==> src/rtl/cam_emul.sv <==
// OV7670-style camera transmitter: streams RGB444 pixels from frame RAM as vsync/href/byte traffic.
// All outputs are registered one cycle behind the frame-position FSM and counters.
module cam_emul #(
    parameter int AW        = 15,
    parameter int DW        = 12,
    parameter int H_ACT     = 160,
    parameter int V_ACT     = 120,
    parameter int H_BLANK   = 16,
    parameter int VS_LINES  = 3,
    parameter int VBP_LINES = 2,
    parameter int VFP_LINES = 2
) (
    input  logic          CAM_pclk,
    input  logic          rst,
    input  logic          enable,
    output logic [AW-1:0] DP_RAM_addr_out,
    input  logic [DW-1:0] DP_RAM_data_out,
    output logic          CAM_vsync,
    output logic          CAM_href,
    output logic [7:0]    CAM_px_data,
    output logic          frame_done
);
    localparam int LINE = 2*H_ACT + H_BLANK;
    localparam int CW   = $clog2(LINE);
    localparam int LW   = $clog2(V_ACT + VS_LINES + VBP_LINES + VFP_LINES + 1);

    typedef enum logic [2:0] {IDLE, VSYNC, VBP, ACTIVE, VFP} state_t;

    state_t        state, state_n;
    logic [CW-1:0] col;
    logic [LW-1:0] line, n_lines;
    logic [7:0]    pix;
    logic          last_col, end_of_state;
    logic          vsync_d, href_d, done_d;
    logic [7:0]    data_d;

    always_comb begin
        n_lines = LW'(1);
        case (state)
            VSYNC:   n_lines = LW'(VS_LINES);
            VBP:     n_lines = LW'(VBP_LINES);
            ACTIVE:  n_lines = LW'(V_ACT);
            VFP:     n_lines = LW'(VFP_LINES);
            default: n_lines = LW'(1);
        endcase
    end

    assign last_col     = (col == CW'(LINE-1));
    assign end_of_state = last_col && (line == n_lines - LW'(1));

    always_ff @(posedge CAM_pclk) begin
        if (rst) state <= IDLE;
        else     state <= state_n;
    end

    // enable only matters in IDLE and at VFP exit, so a frame in flight always completes
    always_comb begin
        state_n = state;
        case (state)
            IDLE:    if (enable)       state_n = VSYNC;
            VSYNC:   if (end_of_state) state_n = VBP;
            VBP:     if (end_of_state) state_n = ACTIVE;
            ACTIVE:  if (end_of_state) state_n = VFP;
            VFP:     if (end_of_state) state_n = enable ? VSYNC : IDLE;
            default:                   state_n = IDLE;
        endcase
    end

    always_comb begin
        vsync_d = (state == VSYNC);
        href_d  = (state == ACTIVE) && (col < CW'(2*H_ACT));
        done_d  = (state == VFP) && (col == '0) && (line == '0);
        data_d  = '0;
        if (href_d)
            data_d = col[0] ? pix : {4'h0, DP_RAM_data_out[DW-1 -: 4]};
    end

    always_ff @(posedge CAM_pclk) begin
        if (rst || state == IDLE) begin
            col  <= '0;
            line <= '0;
        end else if (last_col) begin
            col  <= '0;
            line <= end_of_state ? '0 : line + LW'(1);
        end else begin
            col  <= col + CW'(1);
        end
    end

    // Even byte consumes the RAM word and bumps the address, so the next pixel's
    // word is already on the data bus by the following even column.
    always_ff @(posedge CAM_pclk) begin
        if (rst) begin
            DP_RAM_addr_out <= '0;
            pix             <= '0;
            CAM_vsync       <= 1'b0;
            CAM_href        <= 1'b0;
            CAM_px_data     <= '0;
            frame_done      <= 1'b0;
        end else begin
            if (state != ACTIVE)
                DP_RAM_addr_out <= '0;
            else if (href_d && !col[0])
                DP_RAM_addr_out <= DP_RAM_addr_out + AW'(1);
            if (href_d && !col[0])
                pix <= DP_RAM_data_out[7:0];
            CAM_vsync   <= vsync_d;
            CAM_href    <= href_d;
            CAM_px_data <= data_d;
            frame_done  <= done_d;
        end
    end
endmodule
==> config.mk <==
export PLATFORM = sky130hd
export DESIGN_NAME = cam_emul
export DESIGN_NICKNAME = d
export VERILOG_FILES = /design/src/rtl/cam_emul.sv
export SDC_FILE = /design/constraint.sdc
export NUM_CORES = 1
export LEC_CHECK = 0
export BUFFER_PORTS_ARGS = -buffer_cell sky130_fd_sc_hd__buf_2
export CORE_MARGIN = 2
export CORE_UTILIZATION = 25
export DETAILED_ROUTE_END_ITERATION = 8
export GPL_ROUTABILITY_DRIVEN = 0
export GPL_TIMING_DRIVEN = 1
export PLACE_DENSITY_LB_ADDON = 0.15
export SLEW_MARGIN = 20
export SYNTH_ARGS = -nofsm -noshare
export SYNTH_HDL_FRONTEND = slang
export SYNTH_SLANG_ARGS = --single-unit
==> constraint.sdc <==
create_clock -name CAM_pclk -period 2.9 [get_ports CAM_pclk]
set_input_delay 0.145 -clock CAM_pclk [delete_from_list [all_inputs] [get_ports CAM_pclk]]
set_output_delay 0.145 -clock CAM_pclk [all_outputs]
set_load 0.02 [all_outputs]
== Word level (Yosys, flattened, before mapping) ==
Cells that the tools add are included.

* Register bits after elaboration: 53
* Output and inout port bits: 26
* Logic and storage cells: 55

* $add $sub $neg: 4
* Order comparisons: 1
* Eq/ne operators: 12
* Multiplexer cells: 10
* Bitwise logic cells: 2
* Reductions and logical operators: 16

{| class="wikitable"
|+ Operator list
! operator !! number
|-
| 7-bit one-hot mux with 3 select lines || 1
|-
| 15-bit by 1-bit adder with 15-bit output, second input constant || 1
|-
| 3-bit 2-to-1 mux || 5
|-
| 3-bit one-hot mux with 5 select lines || 1
|-
| 2-bit != test, second input constant || 5
|-
| 9-bit by 1-bit adder with 9-bit output, second input constant || 1
|-
| 9-bit equality test, second input constant || 1
|-
| 9-bit logical NOT || 1
|-
| 9-bit < comparator, second input constant || 1
|-
| 2-bit OR reduction || 4
|-
| 7-bit by 1-bit adder with 7-bit output, second input constant || 1
|-
| 7-bit equality test || 1
|-
| 7-bit logical NOT || 1
|-
| 7-bit 2-to-1 mux || 1
|-
| 7-bit by 1-bit subtractor with 7-bit output, second input constant || 1
|-
| 3-bit by 2-bit equality test with 1-bit output, second input constant || 2
|-
| 1-bit logical AND || 5
|-
| 5-bit AND reduction || 1
|-
| 4-bit 2-to-1 mux || 1
|-
| 3-bit by 1-bit equality test with 1-bit output, second input constant || 1
|-
| 3-bit equality test, second input constant || 1
|-
| 3-bit logical NOT || 1
|-
| 3-bit by 2-bit != test with 1-bit output, second input constant || 1
|-
| 3-bit OR reduction || 1
|-
| 4 further kinds || 5
|}

== Depth between registers and ports, before layout ==
* Depth after elaboration: 8
* Mapped depth: 11

== Least setup slack after synthesis ==
Ideal clock, no wire load.

* Path type: reg-to-reg
* From: reg state[1]
* To: reg state[0]
* Library setup time: 0.088 ns
* Arrival time: 2.564 ns
* Required time: 2.812 ns
* Setup slack: 0.248 ns
* Stages on the path, launching flop included: 12
* Path buffers: 1
* Period minus slack after synthesis: 2.652 ns
* Cells stage by stage: dfxtp_1 > clkbuf_1 > nor3b_1 > a21o_1 > ha_1 > inv_1 > ha_1 > or3b_2 > a211oi_2 > nand3_2 > o21a_1 > nor4_2

* Word-level cells in the longest chain between the ends: 8

{| class="wikitable"
|+ Ends and longest elaborated chain
! element !! line !! RTL
|-
| start, declared || 29 || <nowiki>state_t state, state_n;</nowiki>
|-
| start signal, assigned || 53 || <nowiki>else state <= state_n;</nowiki>
|-
| 3-bit equality test / 3-bit by 2-bit equality test with 1-bit output (equally long branches) || 39, 59 ||
|-
| 2-bit OR reduction (no line) || n/a ||
|-
| 7-bit one-hot mux with 3 select lines || 39 || <nowiki>case (state)</nowiki>
|-
| 7-bit by 1-bit subtractor with 7-bit output || 49 || <nowiki>assign end_of_state = last_col && (line == n_lines - LW'(1));</nowiki>
|-
| 7-bit equality test || 49 ||
|-
| 1-bit logical AND || 49 ||
|-
| 2-bit != test (no line) || n/a ||
|-
| 5-bit AND reduction (no line) || n/a ||
|}

Parallel ways exist; a longest one is shown, timed or not.
A chain may end at the register's enable or synchronous reset.

== Worst setup path in the final report ==
* From: reg state[2]
* To: reg state[0]

Same word-level chain as after synthesis.

==> results.tsv <==
metric	value	unit
setup_tns	0	ns
async_flop_share	0	
syn_inst	268	
hold_depth	3	
final_cells	437	
grt_pass1_wl	9180	um
fp.dieH	102	um
internal_power	0.000934	W
htree_levels	2	
drc	0	
clock_sinks	53	
max_slew_margin	0.578	
outcome	finished, final reports clean	
power_frac_seq	0.590	
peakVddDrop	254	uV
track_usage	0.112	
reg2reg_to	state[0]	
final_common_cell	dfxtp_1	
layout-drive-gt1-share	0.221	
dieArea	0.0105	mm^2
finalClockSkew	0.0150	ns
fin_crit_sh	0.928	
pre_cts_ws	0.0175	ns
cts_buffers	5	
layout_common_cells	dfxtp_1 (52), nor2_1 (43), buf_2 (40), xnor2_1 (17)	
clkPwrFrac	0.373	
reg2reg_from	state[2]	
syn_area_per_cell	9.02	um^2
worst_setup_path_start_kind	flop	
root_buffer	clkbuf_8	
hold_start	DP_RAM_data_out[11]	
synth_edf_count	0	
rr_worst_depth	10	
grt-ovfl-total	0	
cp.arrival	2.93	ns
first_pass_iters	4	
grt_max_degree	20	
ys.warnings.count	0	
syn_area	0.00242	mm^2
worstSetupEndpointType	flop	
ys_ff_latch	53	
synthFlopType	dfxtp_1	
clkSlewWorstSetupHoldPaths	0.12	ns
grt_use_met2	0.179	
grt_pass1_vias	1824	
drt-initial-drc-count	63	
num_rows	35	
design_area	0.00289	mm^2
yosysSeqAreaShare	0.439	
worstPathMaxFanout	10	
post_drt_wl_per_cell	12.6	um
setup.worst_path.class	flop to flop	
diodes	0	
clock_path_buffers	2	
place_hpwl	4060	um
wirelength	5500	um
fin_ws	0.208	ns
r2r_slack	0.21	ns
core_area	0.00933	mm^2
min_to	CAM_px_data[3]	
p_leak	1.07	nW
rsz0062_at_grt	false	
cp.required	3.14	ns
cts_tree	done	
cap_viol_max_count	0	
placed_area	0.00276	mm^2
nNetsFinal	329	
min_path_type	input port to flop	
power.share.combinational	0.037	
portBuffers	40	
ios	41	
switching_share	0.248	
vias	1926	
grt_use_met3	0.0246	
ys_types	39	
die_width	102	um
max_freq	0.372	GHz
postRouteAntennaNets	0	
cts_hold_buffers	0	
busiest_layer	met2	
use_met1	0.151	
fillCellCount	987	
hold_viol	0	
via_per_inst	4.41	
syn-num-nets	290	
place_inst	429	
area_growth	19.6	%
finalSetupViolCount	0	
antenna_found_initial	0	
worstSkewPairLatency	0.32	ns
worst_slew_pin_slew	0.632	ns
start_util	0.259	
p_per_area	429	mW/mm^2
p_switching	0.000308	W
maxSlewViolCount	0	
final.min_clock_period	2.69	ns
[per-stage QoR]
stage	hold slack [ns]	power (W)	utilization
after floorplan	0.289	0.000775	-
after global placement	0.384	0.000796	0.296
after detailed placement	0.392	0.000795	0.296
after CTS	0.0454	0.00126	0.307
after global routing	0.0515	0.00130	0.310
final	0.0497	0.00124	0.310
[worst max path at each step]
| stage | startpoint | to | slack, ns | cells after the start |
|---|---|---|---|---|
| global route | state[2] | state[0] | 0.02 | 10 |
| finish | state[2] | state[0] | 0.21 | 10 |
| floorplan | state[1] | state[0] | 0.25 | 11 |
| CTS | state[2] | line[5] | 0.09 | 10 |
| detailed placement | state[2] | line[5] | 0.02 | 10 |
| global placement | state[2] | line[5] | 0.21 | 10 |
[critical path, stage by stage (launching register included)]
cell and delay (ns):
dfxtp_2 0.38, nor3b_2 0.19, a21o_1 0.21, ha_1 0.23, inv_1 0.06, ha_1 0.16, or3b_2 0.48, a211oi_4 0.31
nand3_4 0.16, o21a_1 0.23, nor4_2 0.22
[cell usage after synthesis (2+ instances only)]
cell	n	area, um^2
dfxtp_1	53	1060
nor2_1	43	161
xnor2_1	17	149
mux2i_1	14	140
nand2_1	14	52.6
xor2_1	13	114
nor3_1	12	60.1
nand4_1	10	62.6
inv_1	8	30.0
ha_1	7	87.6
o21ai_1	7	35.0
and3_1	6	37.5
clkbuf_1	6	22.5
nand3_1	6	30.0
buf_2	5	25.0
inv_2	4	15.0
nor4_1	4	25.0
o21ai_0	4	20.0
and4_1	3	26.3
nor4_2	3	37.5
o21a_1	3	22.5
or3_1	3	18.8
a21oi_1	2	10.0
nor2b_1	2	12.5
nor4b_1	2	17.5
o2111ai_1	2	17.5
o31a_1	2	17.5
or2_1	2	12.5
[sequential cells by signal (all words and copies together) (netlist names)]
| signal | count |
|---|---|
| pix | 8 |
| CAM_href | 1 |
| state | 3 |
| DP_RAM_addr_out | 15 |
| frame_done | 1 |
| CAM_px_data | 8 |
| CAM_vsync | 1 |
| col | 9 |
| line | 7 |
[kinds of logic (layout without fill, tap and decap cells)]
logic type / after synthesis / after routing / share of synthesized area
buf+inv: 24 / 64 / 0.0398
flops: 53 / 53 / 0.439
mux: 15 / 15 / 0.0626
compound gates: 22 / 22 / 0.0590
fa+ha+maj: 7 / 7 / 0.0362
xor+xnor: 30 / 30 / 0.109
simple gates: 117 / 117 / 0.255
[area by class of cell]
cell class,instances,area [um^2],share of cell area
Timing Repair Buffer,44,230,0.0796
Clock buffer,5,68.8,0.0238
Multi-Input combinational cell,191,1290,0.448
Sequential cell,53,1060,0.367
Clock inverter,3,28.8,0.00995
Tap cell,129,161,0.0558
Inverter,12,45.0,0.0156
[repair_timing]
| item | in CTS | in global routing |
|---|---|---|
| pin swaps | 0 | 1 |
| resized for setup | 1 | 5 |
| setup buffers | 0 | 0 |
| setup endpoints to repair | 5 | 8 |
[per-layer routing]
metal	part of all wire	routed length, um	up-vias
li1	-	-	997
met1	0.50	2750	891
met2	0.45	2480	33
met3	0.036	197	5
met4	0.013	72	0
met5	0	0	-
[power groups by stage]
stage          Combinational [W]  Sequential [W]  Clock (W)
3_5_place_dp           0.0000462        0.000749          0
5_1_grt                0.0000520        0.000733   0.000516
6_report               0.0000465        0.000732   0.000463
2_1_floorplan          0.0000262        0.000749          0
4_1_cts                0.0000468        0.000732   0.000482
3_3_place_gp           0.0000470        0.000749          0
No activity file was read; power rests on OpenSTA's default activity.
